[src/rtl/adc_limit_interlock_pkg.sv]
// Shared definitions for the ADC limit interlock.
// Holds the FSM state encodings, the default sizes and the channel index map
// that tells which monitor lane carries which ADC measurement.
package adc_intl_pkg;

    localparam int CH_NUM_DEF = 10;
    localparam int DATA_W_DEF = 32;
    localparam int DLY_W_DEF  = 16;

    localparam logic [1:0] ST_ARMED = 2'd0;
    localparam logic [1:0] ST_TRIP  = 2'd1;
    localparam logic [1:0] ST_HOLD  = 2'd2;

    // Channel index map
    localparam int CH_OUT_C   = 0;
    localparam int CH_OUT_V   = 1;
    localparam int CH_DC_C    = 2;
    localparam int CH_DC_V    = 3;
    localparam int CH_PHASE_R = 4;
    localparam int CH_PHASE_S = 5;
    localparam int CH_PHASE_T = 6;
    localparam int CH_IGBT_T  = 7;
    localparam int CH_I_IND_T = 8;
    localparam int CH_O_IND_T = 9;

endpackage

[src/rtl/intl_ch_monitor.sv]
// Single-channel limit monitor.
// Signed window compare of one sample against min/max, a saturating count of
// consecutive out-of-range samples, and a combinational trip pulse asserted on
// the strobe whose sample reaches the debounce threshold.
// Ports:
//   i_clk, i_rst       clock, async active-high reset
//   i_data/i_max/i_min signed sample and limits
//   i_valid, i_en      sample strobe, channel enable
//   i_dly              debounce threshold (0 behaves as 1)
//   o_trip             trip pulse, same cycle as the qualifying strobe
//   o_cnt_zero         debounce count is zero
module intl_ch_monitor #(
    parameter int DATA_W = 32,
    parameter int DLY_W  = 16
) (
    input  logic                     i_clk,
    input  logic                     i_rst,
    input  logic signed [DATA_W-1:0] i_data,
    input  logic signed [DATA_W-1:0] i_max,
    input  logic signed [DATA_W-1:0] i_min,
    input  logic                     i_valid,
    input  logic                     i_en,
    input  logic [DLY_W-1:0]         i_dly,
    output logic                     o_trip,
    output logic                     o_cnt_zero
);

    logic [DLY_W-1:0] cnt;
    logic [DLY_W:0]   cnt_inc;
    logic [DLY_W:0]   dly_eff;
    logic             oor;

    // min > max makes every sample out of range, so a misconfigured window trips
    assign oor     = (i_data > i_max) || (i_data < i_min);
    assign cnt_inc = {1'b0, cnt} + (DLY_W+1)'(1);
    assign dly_eff = (i_dly == '0) ? (DLY_W+1)'(1) : {1'b0, i_dly};

    assign o_trip     = i_valid && i_en && oor && (cnt_inc >= dly_eff);
    assign o_cnt_zero = (cnt == '0);

    always_ff @(posedge i_clk or posedge i_rst) begin
        if (i_rst) begin
            cnt <= '0;
        end else if (!i_en) begin
            cnt <= '0;
        end else if (i_valid) begin
            if (!oor)
                cnt <= '0;
            else if (cnt != '1)
                cnt <= cnt_inc[DLY_W-1:0];
        end
    end

endmodule

[src/rtl/adc_limit_interlock.sv]
// Limit-check and interlock stage behind the ADC hold registers.
// One intl_ch_monitor per channel; this level latches per-channel faults,
// captures the first fault (lowest index wins on ties), runs the interlock FSM
// and emits the one-shot DDR capture trigger.
// Ports:
//   i_clk, i_rst          clock, async active-high reset
//   i_data, i_valid       packed samples and per-channel strobes
//   i_max, i_min          packed signed limits
//   i_ch_en, i_dly        channel enables, debounce threshold
//   i_intl_clr            interlock clear request
//   o_intl, o_intl_flag   global interlock, latched channel flags
//   o_first_ch/_val       first-fault channel and sample
//   o_ddr_trig            one-cycle pulse on entry into TRIP
//   o_state               FSM state
//
// state | meaning
// ARMED | no fault latched, waiting for a trip
// TRIP  | fault latched, first-fault data frozen, waiting for clear
// HOLD  | clearing flags whose counters are idle; re-arm on clear release
module adc_limit_interlock
    import adc_intl_pkg::*;
#(
    parameter int CH_NUM = CH_NUM_DEF,
    parameter int DATA_W = DATA_W_DEF,
    parameter int DLY_W  = DLY_W_DEF
) (
    input  logic                       i_clk,
    input  logic                       i_rst,
    input  logic [CH_NUM*DATA_W-1:0]   i_data,
    input  logic [CH_NUM-1:0]          i_valid,
    input  logic [CH_NUM*DATA_W-1:0]   i_max,
    input  logic [CH_NUM*DATA_W-1:0]   i_min,
    input  logic [CH_NUM-1:0]          i_ch_en,
    input  logic [DLY_W-1:0]           i_dly,
    input  logic                       i_intl_clr,
    output logic                       o_intl,
    output logic [CH_NUM-1:0]          o_intl_flag,
    output logic [$clog2(CH_NUM)-1:0]  o_first_ch,
    output logic [DATA_W-1:0]          o_first_val,
    output logic                       o_ddr_trig,
    output logic [1:0]                 o_state
);

    localparam int IDX_W = $clog2(CH_NUM);

    logic [CH_NUM-1:0] trip;
    logic [CH_NUM-1:0] cnt_zero;
    logic [CH_NUM-1:0] flag_q;
    logic [CH_NUM-1:0] flag_nxt;
    logic [1:0]        state_q;
    logic [1:0]        state_nxt;
    logic [IDX_W-1:0]  first_ch_q;
    logic [DATA_W-1:0] first_val_q;
    logic              ddr_q;
    logic [IDX_W-1:0]  enc_ch;
    logic [DATA_W-1:0] enc_val;
    logic              new_trip;

    for (genvar g = 0; g < CH_NUM; g++) begin : g_mon
        intl_ch_monitor #(
            .DATA_W (DATA_W),
            .DLY_W  (DLY_W)
        ) u_mon (
            .i_clk      (i_clk),
            .i_rst      (i_rst),
            .i_data     (i_data[g*DATA_W +: DATA_W]),
            .i_max      (i_max[g*DATA_W +: DATA_W]),
            .i_min      (i_min[g*DATA_W +: DATA_W]),
            .i_valid    (i_valid[g]),
            .i_en       (i_ch_en[g]),
            .i_dly      (i_dly),
            .o_trip     (trip[g]),
            .o_cnt_zero (cnt_zero[g])
        );
    end

    assign new_trip = |trip;

    // Descending scan so the lowest tripping index is the one left standing
    always_comb begin
        enc_ch  = '0;
        enc_val = '0;
        for (int i = CH_NUM - 1; i >= 0; i--) begin
            if (trip[i]) begin
                enc_ch  = IDX_W'(i);
                enc_val = i_data[i*DATA_W +: DATA_W];
            end
        end
    end

    // Trip is ORed in after the HOLD clear so a same-cycle trip keeps its flag
    always_comb begin
        flag_nxt = flag_q;
        if (state_q == ST_HOLD)
            flag_nxt = flag_q & ~cnt_zero;
        flag_nxt = flag_nxt | trip;
    end

    always_ff @(posedge i_clk or posedge i_rst) begin
        if (i_rst)
            state_q <= ST_ARMED;
        else
            state_q <= state_nxt;
    end

    always_comb begin
        state_nxt = state_q;
        case (state_q)
            ST_ARMED: if (new_trip) state_nxt = ST_TRIP;
            ST_TRIP:  if (i_intl_clr) state_nxt = ST_HOLD;
            ST_HOLD:  if ((flag_nxt == '0) && !i_intl_clr) state_nxt = ST_ARMED;
            default:  state_nxt = ST_ARMED;
        endcase
    end

    always_ff @(posedge i_clk or posedge i_rst) begin
        if (i_rst) begin
            flag_q      <= '0;
            first_ch_q  <= '0;
            first_val_q <= '0;
            ddr_q       <= 1'b0;
        end else begin
            flag_q <= flag_nxt;
            ddr_q  <= (state_q == ST_ARMED) && new_trip;
            if ((state_q == ST_ARMED) && new_trip) begin
                first_ch_q  <= enc_ch;
                first_val_q <= enc_val;
            end else if ((state_q == ST_HOLD) && (state_nxt == ST_ARMED)) begin
                first_ch_q  <= '0;
                first_val_q <= '0;
            end
        end
    end

    always_comb begin
        o_state     = state_q;
        o_intl_flag = flag_q;
        o_intl      = |flag_q;
        o_first_ch  = first_ch_q;
        o_first_val = first_val_q;
        o_ddr_trig  = ddr_q;
    end

endmodule

[config.mk]
export PLATFORM = sky130hd
export DESIGN_NAME = adc_limit_interlock
export DESIGN_NICKNAME = d
export VERILOG_FILES = /design/src/rtl/adc_limit_interlock_pkg.sv /design/src/rtl/intl_ch_monitor.sv /design/src/rtl/adc_limit_interlock.sv
export SDC_FILE = /design/constraint.sdc
export NUM_CORES = 2
export LEC_CHECK = 0
export CAP_MARGIN = 25
export CORE_AREA = 2 2 404 406
export DETAILED_ROUTE_END_ITERATION = 12
export DIE_AREA = 0 0 406 408
export SLEW_MARGIN = 15
export SYNTH_ARGS = -nofsm -noshare
export SYNTH_HDL_FRONTEND = slang
export SYNTH_SLANG_ARGS = --single-unit
[constraint.sdc]
create_clock -name i_clk -period 6.9 [get_ports i_clk]
set_input_delay 0.69 -clock i_clk [delete_from_list [all_inputs] [get_ports i_clk]]
set_output_delay 0.69 -clock i_clk [all_outputs]
set_load 0.01 [all_outputs]
; Word-level counts from Yosys, hierarchy flattened
; Cells that the tools add are included.
[word_totals]
word_cells = 231
ff_bits = 209
input_bits = 999
out_inout_bits = 50
[classes]
addsub = 10
n_reduce_logical = 71
n_lt_le_gt_ge = 30
bitwise = 3
mux = 70
eq_ne = 32
[op_table]
columns = cell, count
row1 = 2-to-1 mux 16 bit, 41
row2 = 2-to-1 mux 32 bit, 12
row3 = greater-than comparator 32 bit, 10
row4 = less-than comparator 32 bit, 10
row5 = logical NOT 16 bit, 11
row6 = adder 16 x 1 -> 17 bit (second input constant), 10
row7 = inequality test 16 bit (second input constant), 10
row8 = greater-or-equal comparator 17 bit, 6
row9 = greater-or-equal comparator 17 x 16 -> 1 bit, 4
row10 = 2-to-1 mux 4 bit, 12
row11 = logical AND 1 bit, 33
row12 = inequality test 3 bit (second input constant), 10
row13 = inequality test 2 bit (second input constant), 10
row14 = AND reduction 2 bit, 10
row15 = OR reduction 10 bit, 2
row16 = bitwise AND 10 bit, 1
row17 = logical NOT 10 bit, 1
row18 = logical OR 1 bit, 10
row19 = 2-to-1 mux 10 bit, 1
row20 = NOT 10 bit, 1
row21 = OR 10 bit, 1
row22 = 2-to-1 mux 2 bit, 3
row23 = case mux 2 bit (3 select lines), 1
row24 = logical NOT 2 bit, 2
row25 = 4 further kinds, 4

; Depth between registers and ports, before layout
[logic_depth]
depth_word = 15
mapped_depth = 22
ltp_nobuf = 19

; Hierarchy
; Synthesis repeated with hierarchy kept, for this count alone.
[unflattened]
hier_cells = 4848
hier_area_um2 = 38653.3
[by_module_without_submodules]
columns = module, instances, cells_each, seq_area_each_um2, area_per_inst_um2
row1 = intl_ch_monitor (g_mon[0].u_mon ...), 9, 433, 400.4, 3440.8
row2 = adc_limit_interlock, 1, 542, 1226.2, 4496.8
row3 = intl_ch_monitor (g_mon[2].u_mon), 1, 409, 400.4, 3189.3

; Worst setup path before layout
; OpenSTA, ideal clock, no wires.
[synth_timing]
path_kind = reg2reg
from = register g_mon[9].u_mon.cnt[0]
to = register first_val_q[10], in the netlist o_first_val[10]
required_ps = 6764
n_path_buf = 1
period_less_slack_ps = 4451
arrival_time_ps = 4315
slack_ps = 2449
path_stages_with_launch = 17
setup_time_ps = 136
path_cell_list = dfrtp_1 > ha_1 > nand4_1 > nor4_1 > xor2_1 > ha_1 > a211oi_1 > o21ai_0 > o2bb2ai_1 > a211oi_1 > a211oi_2 > o21bai_1 > nor4_1 > or4b_4 > o31ai_4 > buf_6 > o32ai_1
[synth_via]
elab_chain_cells = 14
word_cells_on_any_way = 29
cone_classes = add/sub (1) / order compare (1) / mux (15) / bitwise (3) / reduce/logical (9)
[synth_lines]
columns = element, line
row1 = from (decl), intl_ch_monitor.sv:28  ; logic [DLY_W-1:0] cnt;
row2 = from (signal assigned), intl_ch_monitor.sv:50  ; cnt <= cnt_inc[DLY_W-1:0];
row3 = adder 16 x 1 -> 17 bit, intl_ch_monitor.sv:35  ; assign cnt_inc = {1'b0, cnt} + (DLY_W+1)'(1);
row4 = greater-or-equal comparator 17 x 16 -> 1 bit, intl_ch_monitor.sv:38  ; assign o_trip = i_valid && i_en && oor && (cnt_inc >= dly_eff);
row5 = logical AND 1 bit, intl_ch_monitor.sv:38
row6 = 2-to-1 mux 32 bit (10 in a row), adc_limit_interlock.sv:84  ; if (trip[i]) begin
row7 = 2-to-1 mux 32 bit, adc_limit_interlock.sv:125  ; if ((state_q == ST_ARMED) && new_trip) begin
row8 = to (signal assigned), adc_limit_interlock.sv:127  ; first_val_q <= enc_val;
row9 = to (decl), adc_limit_interlock.sv:53  ; logic [DATA_W-1:0] first_val_q;
; Parallel ways exist; a longest one is shown, timed or not.
; A chain may end at the register's enable or synchronous reset.

; Worst setup path in the final report
[layout_timing]
from = register g_mon[9].u_mon.cnt[0]
to = register first_val_q[22], in the netlist o_first_val[22]
; The elaborated chain is that of the path after synthesis.

==> metrics.txt <==
status=complete, no violations; Max Freq=163 MHz; fin util=30.2%; Max Slew Vio Count=0; Setup TNS=0 ns; R2R Setup Slk=0.75 ns; synthesized instance count=roughly 4500; Clock Latency Late Sink=0.57 ns; synthesis warning total=0; ys flop type=dfrtp_1; Global Route Usage Sum=25.0%; met2 wire length=96.3 mm; Max H-tree Level=1; PwrDens=121 nW/um^2; worst vdd ir=0.000176 V; PortBufs=1048; hold_buf cts=0; syn nets=6322; share of layout cells above drive strength 1=3.28%; top cell type's share of synthesized area=29.5%; fin crit share=roughly nine tenths; Synth Register Bits=209; area grow syn2layout=42.1%; number of flops mapped to enable cells by yosys=0; post-DP HPWL=188 mm; number of global-route vias before repair=38721; crit path max fanout=21; CTS buffer count=27; Worst-path clk slew=0.06 ns; sequential fraction of the synthesis area=15.2%; CTS tree=built; via count=39550; clk_skew=0.0134 ns; Max-slew headroom=22.5%; total gr overflow=0; worst slew pin tran=approximately 1.2 ns; Synth area leaders=ha_1 29%, dfrtp_1 15%, inv_1 8.5%, o21ai_0 3.9%, nand2_1 3.4%; class of the worst hold path=reg2reg; Worst Setup Path Type=reg2reg; routability congestion estimate=1.01; Leak=~0.024 uW; pin count of the biggest net entering global routing=112; met3 wire length=16.2 mm; Filler cells=17271; die area=about 170000 sq um; Max-Cap Viols=0; Power Total=5900 uW; initial antenna violation count=approximately 80; remaining antenna violation count=0; mean post-synth cell area=7.62 sq um; routed wire length=216 mm; top sig layer=met5; first-pass GRT wire length=between 200 and 300 mm; top cell type by total area after synthesis=ha_1; Setup Buffers After CTS=0; Req. time, crit path=7.37 ns; Clock Sinks=about 210; row count=148; Post-synth ARST share=100%; Chip Width=406 microns; Initial Util=21.3%; minimum clock period=around 6.2 ns; drt wl/cell=27.9 microns; Crit. End Element=flop; Final nets=7340; Cell Area, Synth=approximately 34000 sq um; Yosys cell types=79; Core ar.=roughly 160000 sq um; DRT iter0 DRCs=between 3000 and 4000; Via-to-Cell Ratio=5.09; synth cell count leaders=810 x ha_1, 775 x inv_1, 315 x nand2_1, 268 x o21ai_0, 238 x nor2_1; Final setup violation count=0; Die H=408 microns; crit start category=flop; clock tree root driver cell=clkbuf_16; DRT Pass-1 Iters=5; Residual DRC=0; post-cts sizing count=0; unrepaired setup endpoints after global routing=no; Final Hold Fails=0; IO Count=1049; met1 WL=94.7 mm; count leader, synth=ha_1; Critical Path AT=6.62 ns; CTS max path bufs=3
power by group:
part	switching, uW	internal (uW)
Clock	621	795
Sequential	353	1360
Combinational	1470	1300
critical path: stages (launching register included):
cell	delay (ns)
dfrtp_1	0.45
ha_1	0.32
nand4_1	0.20
nor4_1	0.49
clkbuf_2	0.25
xor2_1	0.09
ha_1	0.37
o21ai_0	0.11
a21oi_1	0.22
nand2_1	0.12
nor2_1	0.11
a211oi_1	0.12
buf_4	0.18
a211oi_4	0.62
buf_4	0.44
o211ai_1	0.31
a31oi_1	0.93
a2111oi_2	0.17
o311a_1	0.33
o32ai_1	0.23
per-stage QoR:
step	instance area, sq um	worst slack (ns)	hold WS, ns	cells
after floorplan	34400	0.501	0.469	4513
after global placement	47900	0.453	0.501	7670
after detailed placement	47900	0.451	0.511	7675
after CTS	48800	0.608	0.523	7720
after global routing	48900	0.752	0.550	7755
final	48900	0.749	0.517	7764
logic make-up (layout without fill, tap and decap cells):
group / Yosys count / count (layout) / share of synthesized area (%)
xor+xnor: 141 / 141 / 3.59
simple gates: 1309 / 1309 / 19.4
mux: 2 / 2 / 0.0618
fa+ha+maj: 810 / 810 / 29.5
compound gates: 1120 / 1120 / 22.2
other cells: 0 / 42 / 0
flops: 209 / 209 / 15.2
buf+inv: 922 / 1956 / 10.1
state kept, by name (all words and copies together), names as in the netlist:
signal,count
o_first_val,32
o_state,2
o_ddr_trig,1
g_mon.u_mon.cnt,160
o_intl_flag,10
o_first_ch,4
final cells by class:
| type | count | area (sq um) | share of cell area, % |
|---|---|---|---|
| multi-input combinational | 3382 | 25900 | 53.0 |
| antenna | 42 | 105 | 0.215 |
| clock buffer | 35 | 746 | 1.53 |
| timing repair buffer | 1136 | 11200 | 22.9 |
| sequential | 209 | 5230 | 10.7 |
| tap | 2175 | 2720 | 5.57 |
| inverter | 775 | 2920 | 5.97 |
| clock inverter | 10 | 92.6 | 0.189 |
layout by cell type, fill, tap and decap left out, types with 25 or more instances in the layout:
| master | n |
|---|---|
| clkdlybuf4s50_1 | 1048 |
| ha_1 | 810 |
| inv_1 | 774 |
| nand2_1 | 314 |
| o21ai_0 | 267 |
| nor2_1 | 238 |
| a21oi_1 | 236 |
| dfrtp_1 | 209 |
| nand4_1 | 163 |
| nand3_1 | 147 |
| and3_1 | 91 |
| buf_4 | 83 |
| xnor2_1 | 82 |
| a21o_1 | 75 |
| nor3_1 | 73 |
| o211ai_1 | 62 |
| nand2b_1 | 60 |
| a32o_1 | 59 |
| xor2_1 | 59 |
| nor4_1 | 57 |
| a31oi_1 | 51 |
| a211oi_1 | 45 |
| diode_2 | 42 |
| or3_1 | 42 |
| nor2b_1 | 37 |
| o311a_1 | 36 |
| o32ai_1 | 31 |
| o31ai_1 | 28 |
| clkbuf_16 | 27 |
| and4_1 | 25 |
| o21a_1 | 25 |
worst paths after layout:
path	start	to	cells past startpoint
hold / removal	o_first_val[0]$_DFFE_PP0P_	o_first_val[0]$_DFFE_PP0P_	2
max in group asynchronous	i_rst	o_first_val[1]$_DFFE_PP0P_	3
setup reg to reg	g_mon[9].u_mon.cnt[0]$_DFFE_PP0P_	o_first_val[22]$_DFFE_PP0P_	19
min in group asynchronous	i_rst	g_mon[1].u_mon.cnt[10]$_DFFE_PP0P_	2
hold reg to reg	o_first_val[0]$_DFFE_PP0P_	o_first_val[0]$_DFFE_PP0P_	2
setup / recovery	g_mon[9].u_mon.cnt[0]$_DFFE_PP0P_	o_first_val[22]$_DFFE_PP0P_	19
metal layers:
layer / track usage, % / vias up
met3: 4.65 / 310
met1: 33.1 / 19092
li1: - / 18406
met5: 0 / -
met2: 39.8 / 1708
met4: 10.0 / 34
No activity file was read; power rests on OpenSTA's default activity.
